$ cat config.mk
export PLATFORM = sky130hd
export DESIGN_NAME = jk_excitation_driver_flat
export DESIGN_NICKNAME = d
export VERILOG_FILES = /design/src/rtl/jk_excitation_driver_if.sv /design/src/rtl/jk_excitation_driver.sv /design/src/flat_wrapper.sv
export SDC_FILE = /design/constraint.sdc
export NUM_CORES = 1
export LEC_CHECK = 0
export CORE_UTILIZATION = 50
export CTS_CLUSTER_DIAMETER = 60
export CTS_CLUSTER_SIZE = 25
export DETAILED_ROUTE_END_ITERATION = 8
export GPL_ROUTABILITY_DRIVEN = 0
export PLACE_DENSITY = 0.83
export SLEW_MARGIN = 20
export SYNTH_ARGS = -nofsm -noshare
export SYNTH_HDL_FRONTEND = slang
export SYNTH_SLANG_ARGS = --single-unit
export TNS_END_PERCENT = 100
$ cat constraint.sdc
create_clock -name clk -period 4.2 [get_ports clk]
set_clock_uncertainty 0.05 [all_clocks]
set_input_delay 0.84 -clock clk [delete_from_list [all_inputs] [get_ports clk]]
set_output_delay 0.84 -clock clk [all_outputs]
set_load 0.05 [all_outputs]
$ cat src/rtl/jk_excitation_driver_if.sv
// Target handshake between lab sequencing logic (master) and jk_excitation_driver (slave).
interface jk_excitation_driver_if #(
    parameter int unsigned WIDTH = 4
);
    logic             tgt_valid;
    logic             tgt_ready;
    logic [WIDTH-1:0] tgt_data;

    modport master (
        output tgt_valid,
        output tgt_data,
        input  tgt_ready
    );

    modport slave (
        input  tgt_valid,
        input  tgt_data,
        output tgt_ready
    );
endinterface

$ cat src/rtl/jk_excitation_driver.sv
// Derives J/K excitation to move a bank of JK flip-flops to a target, verifies, retries.
// Define JKDRV_TOGGLE_EN to drive changing bits with J=K=1 instead of set/reset excitation.
module jk_excitation_driver #(
    parameter int unsigned WIDTH     = 4,
    parameter int unsigned MAX_RETRY = 2
) (
    input  logic                  clk,
    input  logic                  rst_n,
    jk_excitation_driver_if.slave tgt,
    input  logic [WIDTH-1:0]      q_fb,
    output logic [WIDTH-1:0]      j,
    output logic [WIDTH-1:0]      k,
    output logic                  busy,
    output logic                  done,
    output logic                  err
);
    localparam int unsigned        RETRY_W     = (MAX_RETRY > 0) ? $clog2(MAX_RETRY + 1) : 1;
    localparam logic [RETRY_W-1:0] RETRY_LIMIT = RETRY_W'(MAX_RETRY);

    typedef enum logic [1:0] {
        IDLE   = 2'd0,
        DRIVE  = 2'd1,
        VERIFY = 2'd2
    } state_e;

    typedef struct packed {
        logic [WIDTH-1:0] j;
        logic [WIDTH-1:0] k;
    } jk_t;

    state_e             state_q, state_d;
    logic [WIDTH-1:0]   tgt_q, tgt_d;
    logic [RETRY_W-1:0] retry_q, retry_d;
    logic [WIDTH-1:0]   j_q, j_d;
    logic [WIDTH-1:0]   k_q, k_d;
    logic               done_q, done_d;
    logic               err_q, err_d;
    jk_t                accept_jk, retry_jk;

    function automatic jk_t excite(input logic [WIDTH-1:0] q, input logic [WIDTH-1:0] t);
        jk_t ex;
`ifdef JKDRV_TOGGLE_EN
        ex.j = q ^ t;
        ex.k = q ^ t;
`else
        ex.j = ~q & t;
        ex.k = q & ~t;
`endif
        return ex;
    endfunction

    assign accept_jk = excite(q_fb, tgt.tgt_data);
    assign retry_jk  = excite(q_fb, tgt_q);

    always_comb begin
        state_d = state_q;
        tgt_d   = tgt_q;
        retry_d = retry_q;
        j_d     = '0;
        k_d     = '0;
        done_d  = 1'b0;
        err_d   = 1'b0;
        unique case (state_q)
            IDLE: begin
                if (tgt.tgt_valid) begin
                    tgt_d   = tgt.tgt_data;
                    retry_d = '0;
                    j_d     = accept_jk.j;
                    k_d     = accept_jk.k;
                    state_d = DRIVE;
                end
            end
            // j/k fall back to zero as the flip-flops capture them at the end of DRIVE.
            DRIVE: state_d = VERIFY;
            VERIFY: begin
                if (q_fb == tgt_q) begin
                    done_d  = 1'b1;
                    state_d = IDLE;
                end else if (retry_q != RETRY_LIMIT) begin
                    retry_d = retry_q + RETRY_W'(1);
                    j_d     = retry_jk.j;
                    k_d     = retry_jk.k;
                    state_d = DRIVE;
                end else begin
                    err_d   = 1'b1;
                    state_d = IDLE;
                end
            end
            default: state_d = IDLE;
        endcase
    end

    always_ff @(posedge clk or negedge rst_n) begin
        if (!rst_n) begin
            state_q <= IDLE;
            tgt_q   <= '0;
            retry_q <= '0;
            j_q     <= '0;
            k_q     <= '0;
            done_q  <= 1'b0;
            err_q   <= 1'b0;
        end else begin
            state_q <= state_d;
            tgt_q   <= tgt_d;
            retry_q <= retry_d;
            j_q     <= j_d;
            k_q     <= k_d;
            done_q  <= done_d;
            err_q   <= err_d;
        end
    end

    assign tgt.tgt_ready = (state_q == IDLE);
    assign busy          = (state_q != IDLE);
    assign j             = j_q;
    assign k             = k_q;
    assign done          = done_q;
    assign err           = err_q;
endmodule
$ cat src/flat_wrapper.sv
// flat-port wrapper written by rule: the top's interface ports become plain ports
module jk_excitation_driver_flat 
#(
    parameter int unsigned WIDTH     = 4,
    parameter int unsigned MAX_RETRY = 2
)
  (clk, rst_n, q_fb, j, k, busy, done, err, tgt_tgt_valid, tgt_tgt_data, tgt_tgt_ready);
  jk_excitation_driver_if #(.WIDTH(WIDTH)) tgt_i ();
  input  logic clk;
  input  logic rst_n;
  input  logic [WIDTH-1:0] q_fb;
  output logic [WIDTH-1:0] j;
  output logic [WIDTH-1:0] k;
  output logic busy;
  output logic done;
  output logic err;
  input wire logic [$bits(tgt_i.tgt_valid)-1:0] tgt_tgt_valid;
  input wire logic [$bits(tgt_i.tgt_data)-1:0] tgt_tgt_data;
  output wire logic [$bits(tgt_i.tgt_ready)-1:0] tgt_tgt_ready;
  assign tgt_i.tgt_valid = tgt_tgt_valid;
  assign tgt_i.tgt_data = tgt_tgt_data;
  assign tgt_tgt_ready = tgt_i.tgt_ready;
  jk_excitation_driver #(.WIDTH(WIDTH), .MAX_RETRY(MAX_RETRY)) u_core (.clk(clk), .rst_n(rst_n), .tgt(tgt_i), .q_fb(q_fb), .j(j), .k(k), .busy(busy), .done(done), .err(err));
endmodule
==> impl_metrics.toml, run 1 <==
[status]
status = "finished, violations left"
violations = "design-rule violations"

[sta]
min_period_over_period_pct = 64.55
rsz0062_at_grt = "no"
final.min_clock_period_ns = 2.711
finalHoldViolCount = 0
tightest_slew_ns = 0.7898
timing.slew.headroom_pct = 47.18
timing.setup.tns_ns = 0
fin_ws_ns = 1.489
max_freq_ghz = 0.3688
maxSlewViolCount = 0
finalHoldWorstSlack_ns = 0.4394
setup_violations = 0

[synthesis]
yosysTopAreaCell = "dfrtp_1"
netlist_top_cells_count = "dfrtp_1, inv_1, ha_1, a32o_1, nand2_1"
ys_async_sr_fraction_pct = 100.0
synth.avg_cell_area_sq_um = 11.76
netlist_instances = 73
yosys.area.top_type_share_pct = 52.48
netlist_area_sq_um = 858.3
synth_top_cells_by_area = "dfrtp_1, ha_1, a32o_1, inv_1, nand2_1"
synth_seq_cells = 18
synth_enable_flop_cells = 0
synth.most_common_cell = "dfrtp_1"
post_synth_num_cell_types = 19
ys.flop_type = "dfrtp_1"
yosysWarnings = 0
synth_fp_nets = 93
seq_area_frac_synth_pct = 52.48

[power]
clkPwrFrac_pct = 12.1
netSwitchingFraction_pct = 43.51
p_sw_mw = 0.3108
intPower_mw = 0.4035
ir_drop_v = 0.0004689
power_density_nw_per_um2 = 649.6
power_frac_seq_pct = 36.6
share_comb_of_total_power_pct = 51.3
leakage_nw = 0.5411

[drt]
drt-met1-wl_um = 688
first_pass_iters = 6
drc_errors = 6
ant_nets = 0
maxUsedRoutingLayer = "met3"
drt_iter0_drc = 21
dr_wl_met2_um = 689
finalWirelength_um = 1443
vias = 595
post_drt_wl_per_cell_um = 13.00
viasPerCell = 5.360
wl_met3_um = 64

[place]
post_dp_cell_area_sq_um = 1077
hpwl_um = 1051
preCtsSetupSlack_ns = 1.599
portBuffers = 22

[clock_tree]
cts.hold.buffers_added = 0
clk_latency_ns = 0.29
cts-root-buf = "clkbuf_4"
cts_buffers = 3
cts.sinks = 18
clk_pin_slew_ns = 0.10
post-cts-setup-buffers = 0
cts_resized = 0
cts_max_path_buffers = 2
cts_tree = "yes"
cts_max_level = 1

[min_path]
hold_path_class = "reg -> reg"

[layout]
fillCellCount = 105
final_area_sq_um = 1100
drive_gt1_share_pct = 9.474
diodes = 0
syn2layout_area_growth_pct = 28.13
fin_nets = 117

[global_routing]
grt_max_degree = 19
grt_pass1_wl_um = 2594
grt_remaining_overflow = 0
grt.total_usage_pct = 18.87
antenna_found_initial = 0
grt_pass1_vias = 588

[critical_path]
crit_required_ns = 3.31
cp_slowest_stage_delay_ns = 0.79
crit_chain = "or2_4 -> inv_2 -> clkdlybuf4s50_1"
cp_max_fo = 6
crit_type = "reg -> out"
start_kind = "register"
cp.arrival_ns = 1.82
reg2reg_slack_ns = 2.63
cp-end-kind = "output port"
crit_slowest_cell = "clkdlybuf4s50_1"

[die]
start_util_pct = 55.06
core-area_sq_um = 1559
die_x_um = 43.43
ios = 23
die_area_sq_um = 1886
row_count = 14
die_h_um = 43.43

[flow_run]
maxCapViolations = 0
## worst max-delay path, delay by kind of cell (launching register included)
kind / cells / cell delay, ns
DFF: 1 / 0.43
and+or+nand+nor: 1 / 0.26
buffers and inverters: 2 / 0.84
## kinds of logic (layout without fill, tap and decap cells)
| family | after synthesis | after routing | synth area share [%] |
|---|---|---|---|
| DFF | 18 | 18 | 52.48 |
| buffers and inverters | 17 | 39 | 8.600 |
| and+or+nand+nor | 15 | 15 | 11.81 |
| AOI/OAI and AO/OA | 12 | 12 | 11.66 |
| adders and majority gates | 9 | 9 | 13.12 |
| muxes | 2 | 2 | 2.332 |
## path summary, 6_finish.rpt
kind | start | to | cells past startpoint
worst max-delay path | u_core.state_q[1] | tgt_tgt_ready | 3
worst min register to register | u_core.retry_q[0] | u_core.retry_q[0] | 1
max in group asynchronous | rst_n | u_core.state_q[0] | 1
worst min-delay path | u_core.retry_q[0] | u_core.retry_q[0] | 1
min in group asynchronous | rst_n | u_core.k[0] | 1
worst max register to register | u_core.tgt_q[3] | u_core.retry_q[0] | 4
## stage by stage
stage	cells	power, mW	util (%)
2_1_floorplan	73	0.5317	-
3_3_place_gp	108	0.6253	69.10
3_5_place_dp	108	0.6341	69.10
4_1_cts	111	0.7192	70.55
5_1_grt	111	0.7633	70.55
6_report	111	0.7144	70.55
## power by group through the flow
stage / clock network, mW / logic [mW] / registers [mW]
floorplan: 0 / 0.199 / 0.333
global placement: 0 / 0.361 / 0.265
detailed placement: 0 / 0.368 / 0.266
CTS: 0.0874 / 0.370 / 0.262
global route: 0.0960 / 0.398 / 0.269
finish: 0.0865 / 0.367 / 0.261
## cell usage in the layout (no fill, tap or decap), types with 2 or more instances in the layout
cell type and instances:
dfrtp_1 18, nand2_1 6, clkdlybuf4s50_1 22, mux2i_1 2, a32o_1 8, o21ai_0 4, ha_1 9, clkbuf_4 3
inv_1 13
## metal layers
layer,global-route usage (%),up-vias
li1,-,293
met1,23.58,283
met2,30.30,19
met3,5.000,0
met4,9.375,0
met5,0,-
## cell type report
type / count / area, sq um / area share (%)
inverter: 14 / 52.55 / 4.778
tap: 16 / 20.02 / 1.820
sequential: 18 / 450.4 / 40.96
timing repair buffer: 22 / 220.2 / 20.02
clock buffer: 3 / 22.52 / 2.048
multi-input combinational: 38 / 334.1 / 30.38
## state kept, by name, summed over array words and instances, names as in the netlist
name / cells
u_core.state_q: 2
u_core.err: 1
u_core.j: 4
u_core.done: 1
u_core.retry_q: 2
u_core.k: 4
u_core.tgt_q: 4
Note: power is estimated with default switching activity, not from simulation.
==> run 2, diff against run 1 <==
Settings changed: CORE_UTILIZATION 50 to 46, PLACE_DENSITY 0.83 to 0.78.
Clock period 4.2 ns to 2.6 ns, I/O delays scaled along.
==> run 2 against run 1 <==
- sequential share of layout area decreased by 0.42 points
- combinational power increased by 62%
- routed wire length increased by 2.4%
- cell count increased by 8.1%
- the run now ends clean
- critical endpoint unchanged
- global-route usage decreased by 1.9 points
==> impl_metrics.toml, run 2 (synthesis gave the netlist of run 1 again) <==
[drt]
post_drt_wl_per_cell_um = 12.32
finalWirelength_um = 1478
vias = 600
viasPerCell = 5.000
drc_errors = 0
drt_iter0_drc = 4
first_pass_iters = 4
ant_nets = 0

[clock_tree]
clk_latency_ns = 0.28
cts.hold.buffers_added = 0
cts_max_path_buffers = 2
cts.sinks = 18
cts-root-buf = "clkbuf_4"
post-cts-setup-buffers = 0
clk_pin_slew_ns = 0.09
cts_tree = "yes"
cts_resized = 0
cts_buffers = 3
cts_max_level = 1

[layout]
drive_gt1_share_pct = 9.474
seq_area_sq_um = 450.4
utilization_pct = 63.66
syn2layout_area_growth_pct = 29.45
fin_nets = 117
fillCellCount = 150
diodes = 0
final_cell_mix = "clkdlybuf4s50_1, dfrtp_1, inv_1"
multi_input_area_sq_um = 334.1
mostFrequentLayoutCell = "clkdlybuf4s50_1"

[place]
portBuffers = 22
hpwl_um = 1132

[die]
ios = 23
die_x_um = 45.20
start_util_pct = 49.18
core-area_sq_um = 1745
die_h_um = 45.20
row_count = 15
die_area_sq_um = 2043

[global_routing]
grt_pass1_vias = 635
grt_pass1_wl_um = 2539
grt_remaining_overflow = 0
grt.total_usage_pct = 17.02
grt_max_degree = 19
antenna_found_initial = 0

[sta]
min_period_over_period_pct = 92.09
rsz0062_at_grt = "no"
setup_violations = 0
timing.slew.headroom_pct = 47.10
maxSlewViolCount = 0
finalHoldViolCount = 0
max_freq_ghz = 0.4177
final.min_clock_period_ns = 2.394
tightest_slew_ns = 0.7910
timing.setup.tns_ns = 0

[power]
ir_drop_v = 0.0005292
leakage_nw = 0.5411
power_density_nw_per_um2 = 1038

[critical_path]
cp-endpoint = "tgt_tgt_ready"
r2r-end = "u_core.retry_q[1]"
cp.arrival_ns = 1.82
cp-end-kind = "output port"
cp_max_fo = 6
crit_required_ns = 2.03
start_kind = "register"
crit_start = "u_core.state_q[1]"
reg2reg_slack_ns = 1.02
crit_type = "reg -> out"
reg2reg_depth = 4
crit-reg2reg-launch = "u_core.tgt_q[3]"

[min_path]
hold_path_class = "reg -> reg"

[flow_run]
maxCapViolations = 0

[status]
status = "finished clean"
run 2: cell counts in the layout (fill, tap and decap cells not counted):
No cell type changed its count.
run 2: per-stage QoR:
stage	power (mW)	cell area (sq um)	cells	worst slack (ns)	hold WS (ns)
2_1_floorplan	0.8588	858.3	73	0.9115	0.1744
3_3_place_gp	1.016	1089	117	0.3486	0.4114
3_5_place_dp	1.037	1089	117	0.2775	0.4289
4_1_cts	1.168	1111	120	0.2009	0.4404
5_1_grt	1.236	1111	120	0.1447	0.4907
6_report	1.153	1111	120	0.2057	0.4352
run 2: power breakdown:
part | leakage, nW | internal [mW] | switching (mW) | total (mW)
Sequential | 0.237 | 0.369 | 0.0612 | 0.430
Combinational | 0.290 | 0.229 | 0.364 | 0.593
Clock | 0.0138 | 0.0536 | 0.0765 | 0.130
Total | 0.541 | 0.651 | 0.502 | 1.15
run 2: worst min-delay path by stage:
stage / end / slack (ns) / start / depth (start not counted)
after floorplan: u_core.done / 0.17 / rst_n / 0
after global placement: u_core.retry_q[0] / 0.41 / u_core.retry_q[0] / 1
after detailed placement: u_core.retry_q[0] / 0.43 / u_core.retry_q[0] / 1
after CTS: u_core.retry_q[0] / 0.44 / u_core.retry_q[0] / 1
after global routing: u_core.retry_q[0] / 0.49 / u_core.retry_q[0] / 1
final: u_core.retry_q[0] / 0.44 / u_core.retry_q[0] / 1
run 2: layout make-up:
cell class                      instances  share of cell area [%]
Multi-Input combinational cell         38                   30.07
Inverter                               14                   4.730
Timing Repair Buffer                   22                   19.82
Sequential cell                        18                   40.54
Tap cell                               25                   2.815
Clock buffer                            3                   2.027
run 2: critical path, stage by stage (launching register included):
cell and delay (ns):
dfrtp_1 0.43, or2_4 0.27, inv_2 0.06, clkdlybuf4s50_1 0.79
run 2: layer usage:
metal / up-vias / global-route usage [%] / routed length (um)
met4: 0 / 3.636 / 0
li1: 294 / - / -
met1: 291 / 20.92 / 693
met2: 15 / 30.43 / 737
met5: - / 0 / 0
met3: 0 / 3.600 / 47
==> patch 1 (settings of run 2) <==
Make the reset (`rst_n`) synchronous in one clocked block.
--- a/src/rtl/jk_excitation_driver.sv
+++ b/src/rtl/jk_excitation_driver.sv
@@ -90,7 +90,7 @@
         endcase
     end
 
-    always_ff @(posedge clk or negedge rst_n) begin
+    always_ff @(posedge clk) begin
         if (!rst_n) begin
             state_q <= IDLE;
             tgt_q   <= '0;
Check against the original RTL: differs if rst_n is asserted again (counterexample within 4 cycles, from zero or initial values and one cycle with rst_n low); with rst_n held inactive, the same outputs for 10 cycles.
==> patch 1 against run 2 <==
  * Hold slack worse by 0.0031 ns
  * Highest routed layer is now met4
  * Routed wire length is 9.0% higher
  * Design area is 1.4% higher
  * Synthesized area is 3.1% higher
  * Sequential cell count stayed put
  * Setup slack worse by 0.0036 ns
  * Final cell count is 15% higher
Power is not compared: it rests on default switching activity, and its combinational part moved more than twofold at a synthesized area within 25%.
==> patch 1: results (changes against run 2) <==
grt ovf -> 0 (unchanged)
count of cell types in the netlist -> 23 (+4)
initial antenna violation count -> 0 (unchanged)
clk slew on worst S/H paths -> 0.10 ns
fill count -> 160 (+6.7%)
most frequent cells after synthesis -> dfxtp_1 (18), nand2_1 (11), inv_1 (10)
global-route wire length before repair -> 2480 µm (-2.4%)
Post-CTS Setup Inserts -> 0 (unchanged)
Synth Net Count -> 112 (+20%)
mux contribution to synthesized area -> 6.79% (+4.5 points)
Post-CTS Resized -> 0 (unchanged)
Max Fanout on Critical Path -> 5 (-1)
sequential share of the synthesized area -> 40.7% (-12 points)
Compound-Gate Fraction of Synth Area -> 6.93% (-4.7 points)
initial drt markers -> 9 (+5)
Synth area leader -> dfxtp_1
largest cells by area after synthesis -> dfxtp_1 (41%), ha_1 (13%), mux2i_1 (6.8%), o22ai_1 (5.7%), nand2_1 (4.7%)
final wirelength -> 1610 µm (+9.0%)
Syn. warnings -> 0 (unchanged)
layout cells sized above 1 -> 8.85% (-0.62 points)
Least-Margin Pin Slew -> 0.604 ns (-0.187 ns)
htree depth -> 1 (unchanged)
vias in the first global route -> 624 (-1.7%)
TritonCTS Buffers -> 3 (unchanged)
First-pass DRT Iterations -> 4 (unchanged)
Post-synth ARST share -> 0% (-100 points)
number of diodes -> 0 (unchanged)
adder-cell share of the synthesized area -> 12.7% (-0.39 points)
pre-CTS WS -> 0.339 ns (+0.0611 ns)
status -> finished clean
max incr delay on CP -> 0.79 ns (about the same)
largest net degree at the start of global routing -> 20 (+1)
Hold Crit Depth -> 2 (+1)
CP max stage cell -> clkdlybuf4s50_1
hpwl dp -> 1130 µm (about the same)
Final nets -> 134 (+15%)
clk_lat worst skew -> 0.30 ns (+0.02 ns)
reg2reg path depth -> 5 (+1)
port bufs -> 22 (unchanged)
XOR/XNOR Fraction of Synth Area -> 0% (unchanged)
placed instance area -> 1090 µm² (+0.12%)
GR Util All Layers -> 17.2% (+0.14 points)
Via Count -> 690 (+15%)
## patch 1: changes by cell type in the layout (fill, tap and decap cells not counted), moves of 8 or more
| cell | run 2 | this run |
|---|---|---|
| a32o_1 | 8 | 0 |
| dfrtp_1 | 18 | 0 |
| dfxtp_1 | 0 | 18 |
| o22ai_1 | 0 | 8 |
## patch 1: power by group through the flow
| stage | clock [W] | sequential, W | combinational (W) |
|---|---|---|---|
| after floorplan | 0 | 0.000313 | 0.0000753 |
| after global routing | 0.000194 | 0.000295 | 0.000132 |
| final | 0.000177 | 0.000294 | 0.000121 |
| after detailed placement | 0 | 0.000300 | 0.000122 |
| after global placement | 0 | 0.000300 | 0.000119 |
| after CTS | 0.000181 | 0.000294 | 0.000122 |
## patch 1: through the flow
step	total power, W	instances
after floorplan	0.000388	92
after global placement	0.000419	134
after detailed placement	0.000422	134
after CTS	0.000596	138
after global routing	0.000621	138
final	0.000592	138
## patch 1: final cells by class
type,instances,area [µm²],area share [%]
multi-input cells,58,433,38.4
flip-flops and latches,18,360,32.0
repair buffers,23,228,20.2
inverters,10,37.5,3.33
clock buffers,4,36.3,3.22
well taps,25,31.3,2.78
## patch 1: logic make-up (layout without fill, tap and decap cells)
kind of cell / Yosys count / in the layout
adder cells (fa/ha/maj): 9 / 9
AO/OA/AOI/OAI: 9 / 9
flip-flops: 18 / 18
AND/OR/NAND/NOR: 34 / 34
multiplexers: 6 / 6
buffers and inverters: 16 / 37
## patch 1: path summary, 6_finish.rpt
| kind | slack (ns) | to | start |
|---|---|---|---|
| worst max-delay path | 0.20 | tgt_tgt_ready | u_core.state_q[0] |
| worst min-delay path | 0.43 | u_core.retry_q[0] | u_core.retry_q[0] |
| worst max register to register | 1.11 | u_core.j[1] | u_core.retry_q[0] |
| worst min register to register | 0.43 | u_core.retry_q[0] | u_core.retry_q[0] |
## patch 1: critical path, delay by kind of cell, from the launching register on
family | cells | cell delay, ns
and+or+nand+nor | 1 | 0.31
DFF | 1 | 0.36
buffers and inverters | 2 | 0.85
## patch 1: metal layers
layer,part of all wire [%],GRT usage [%],up-vias
met3,5.4,7.14,5
li1,-,-,354
met4,1.8,7.65,0
met5,0,0,-
met2,47,30.1,17
met1,45,17.5,314
==> patch 2 (flow settings as in run 2) <==
Without the edit above. `MAX_RETRY` is set to 2 in 2 places; all go to 4.
--- a/src/rtl/jk_excitation_driver.sv
+++ b/src/rtl/jk_excitation_driver.sv
@@ -2,7 +2,7 @@
 // Define JKDRV_TOGGLE_EN to drive changing bits with J=K=1 instead of set/reset excitation.
 module jk_excitation_driver #(
     parameter int unsigned WIDTH     = 4,
-    parameter int unsigned MAX_RETRY = 2
+    parameter int unsigned MAX_RETRY = 4
 ) (
     input  logic                  clk,
     input  logic                  rst_n,
--- a/src/flat_wrapper.sv
+++ b/src/flat_wrapper.sv
@@ -2,7 +2,7 @@
 module jk_excitation_driver_flat 
 #(
     parameter int unsigned WIDTH     = 4,
-    parameter int unsigned MAX_RETRY = 2
+    parameter int unsigned MAX_RETRY = 4
 )
   (clk, rst_n, q_fb, j, k, busy, done, err, tgt_tgt_valid, tgt_tgt_data, tgt_tgt_ready);
   jk_excitation_driver_if #(.WIDTH(WIDTH)) tgt_i ();
Behaviour: not the same (Yosys sat finds a counterexample within 10 cycles, from zero or initial values and one cycle with rst_n low).
==> patch 2 against run 2 <==
  * Combinational power rose by 7.9%
  * Sequential cell count rose by 1
  * Setup slack got worse by 0.11 ns
  * Synthesized area rose by 8.9%
  * Final cell count rose by 8.3%
  * Non-clock buffer count rose by 4
  * Total power rose by 7.7%
  * Routed wire length rose by 17%
  * Critical path type unchanged
  * Design area rose by 10%
  * Die area rose by 8.5%
  * Via count rose by 12%
  * Global-route usage rose by 2.1 points
  * Utilization rose by 3.8 points
  * Sequential power rose by 5.6%
==> patch 2: results (changes against run 2) <==
status -> finished clean
adder-cell share of the synthesized area -> 13.4% (+0.27 points)
max incr delay on CP -> 0.80 ns
XOR/XNOR Fraction of Synth Area -> 0% (unchanged)
CP max stage cell -> clkdlybuf4s50_1
worst r2r src -> u_core.tgt_q[3]
crit path from -> u_core.state_q[1]
Leakage -> 0.616 nW (+14%)
Worst VDD drop -> 584 µV (+10%)
First-pass DRT Iterations -> 4 (unchanged)
Top FF cell, synth -> dfrtp_1
met1 Usage GRT -> 23.6% (+2.7 points)
r2r setup slk -> 0.73 ns (-0.29 ns)
Critical Path Sink -> tgt_tgt_ready
CTS Buffer Depth -> 2 (unchanged)
Final nets -> 127 (+8.5%)
global-route wire length before repair -> 2880 µm (+14%)
wire per inst -> 13.3 µm (+8.4%)
mux contribution to synthesized area -> 5.49% (+3.2 points)
vias in the first global route -> 683 (+7.6%)
fill count -> 148 (-1.3%)
largest net degree at the start of global routing -> 20 (+1)
count of cell types in the netlist -> 24 (+5)
largest cells by area after synthesis -> dfrtp_1 (51%), ha_1 (13%), a32o_1 (8.6%), inv_1 (6.4%), mux2i_1 (4.3%)
most frequent cells after synthesis -> dfrtp_1 (19), inv_1 (16), ha_1 (10)
port bufs -> 22 (unchanged)
Hold Crit Class -> primary input to async pin
Max Fanout on Critical Path -> 7 (+1)
met2 Use GR -> 31.4% (+0.95 points)
Syn. warnings -> 0 (unchanged)
Via Count -> 674 (+12%)
initial antenna violation count -> 0 (unchanged)
crit path DAT -> 1.94 ns (+0.12 ns)
Worst slew margin -> 65.5% (+18 points)
TritonCTS Buffers -> 3 (unchanged)
Pint -> 0.000705 W (+8.3%)
GR Util All Layers -> 19.1% (+2.1 points)
hpwl dp -> 1360 µm (+20%)
Crit Reg-Reg Endpoint -> u_core.retry_q[2]
Combinational Power Share -> 51.6% (about the same)
clk slew on worst S/H paths -> 0.11 ns (+0.02 ns)
routing usage on met3 -> 2.31% (-1.3 points)
Post-CTS Setup Inserts -> 0 (unchanged)
Synth Net Count -> 98 (+5.4%)
initial drt markers -> 5 (+1)
sequential share of the synthesized area -> 50.9% (-1.6 points)
layout cells sized above 1 -> 10.5% (+1.0 points)
Compound-Gate Fraction of Synth Area -> 11.8% (+0.12 points)
reg2reg path depth -> 4 (unchanged)
htree depth -> 1 (unchanged)
root buf cell -> clkbuf_4
-- patch 2: changes by cell type after synthesis, moves of 2 or more --
cell	before	now
inv_1	13	16
mux2i_1	2	4
nand2_1	6	1
nor2_1	0	2
o21ai_0	4	0
-- patch 2: through the flow --
stage | instances | cell area (µm²) | utilization [%] | worst slack [ns] | hold WS, ns
2_1_floorplan | 77 | 935 | - | 0.523 | 0.174
3_5_place_dp | 126 | 1200 | 65.9 | 0.00660 | 0.489
4_1_cts | 130 | 1230 | 67.4 | 0.0860 | 0.503
6_report | 130 | 1230 | 67.4 | 0.0927 | 0.497
3_3_place_gp | 126 | 1200 | 65.9 | 0.0581 | 0.472
5_1_grt | 130 | 1230 | 67.4 | 0.0311 | 0.522
-- patch 2: layout make-up --
cell class	instances	share of cell area [%]
Inverter	16	4.89
Sequential cell	19	38.7
Clock inverter	1	0.408
Clock buffer	3	1.83
Tap cell	25	2.55
Timing Repair Buffer	26	20.4
Multi-Input combinational cell	40	31.2
-- patch 2: critical path: cells and delay by family, from the launching register on --
family        cells  cell delay, ns
simple gates      1            0.31
buf+inv           2            0.87
flops             1            0.47
-- patch 2: cell families (layout without fill, tap and decap cells) --
logic type | count (synthesis) | count (layout)
mux | 5 | 5
flops | 19 | 19
fa+ha+maj | 10 | 10
simple gates | 14 | 14
compound gates | 11 | 11
buf+inv | 18 | 46
-- patch 2: power by group through the flow --
stage / clock network [W] / registers, W / logic (W)
5_1_grt: 0.000166 / 0.000462 / 0.000696
3_5_place_dp: 0 / 0.000459 / 0.000643
2_1_floorplan: 0 / 0.000553 / 0.000331
4_1_cts: 0.000153 / 0.000453 / 0.000647
3_3_place_gp: 0 / 0.000452 / 0.000627
6_report: 0.000147 / 0.000454 / 0.000640
-- patch 2: how the worst min path moves through the flow --
stage	cells after the start	endpoint
3_3_place_gp	1	u_core.retry_q[1]
3_5_place_dp	1	u_core.state_q[1]
2_1_floorplan	0	u_core.done
6_report	2	u_core.retry_q[2]
4_1_cts	2	u_core.done
5_1_grt	2	u_core.state_q[0]
-- patch 2: metal layers --
metal	part of all wire, %	routed length (µm)	vias up
met3	4.0	70	4
met5	0	0	-
met2	51	890	23
li1	-	-	323
met4	1.6	27	0
met1	43	746	324
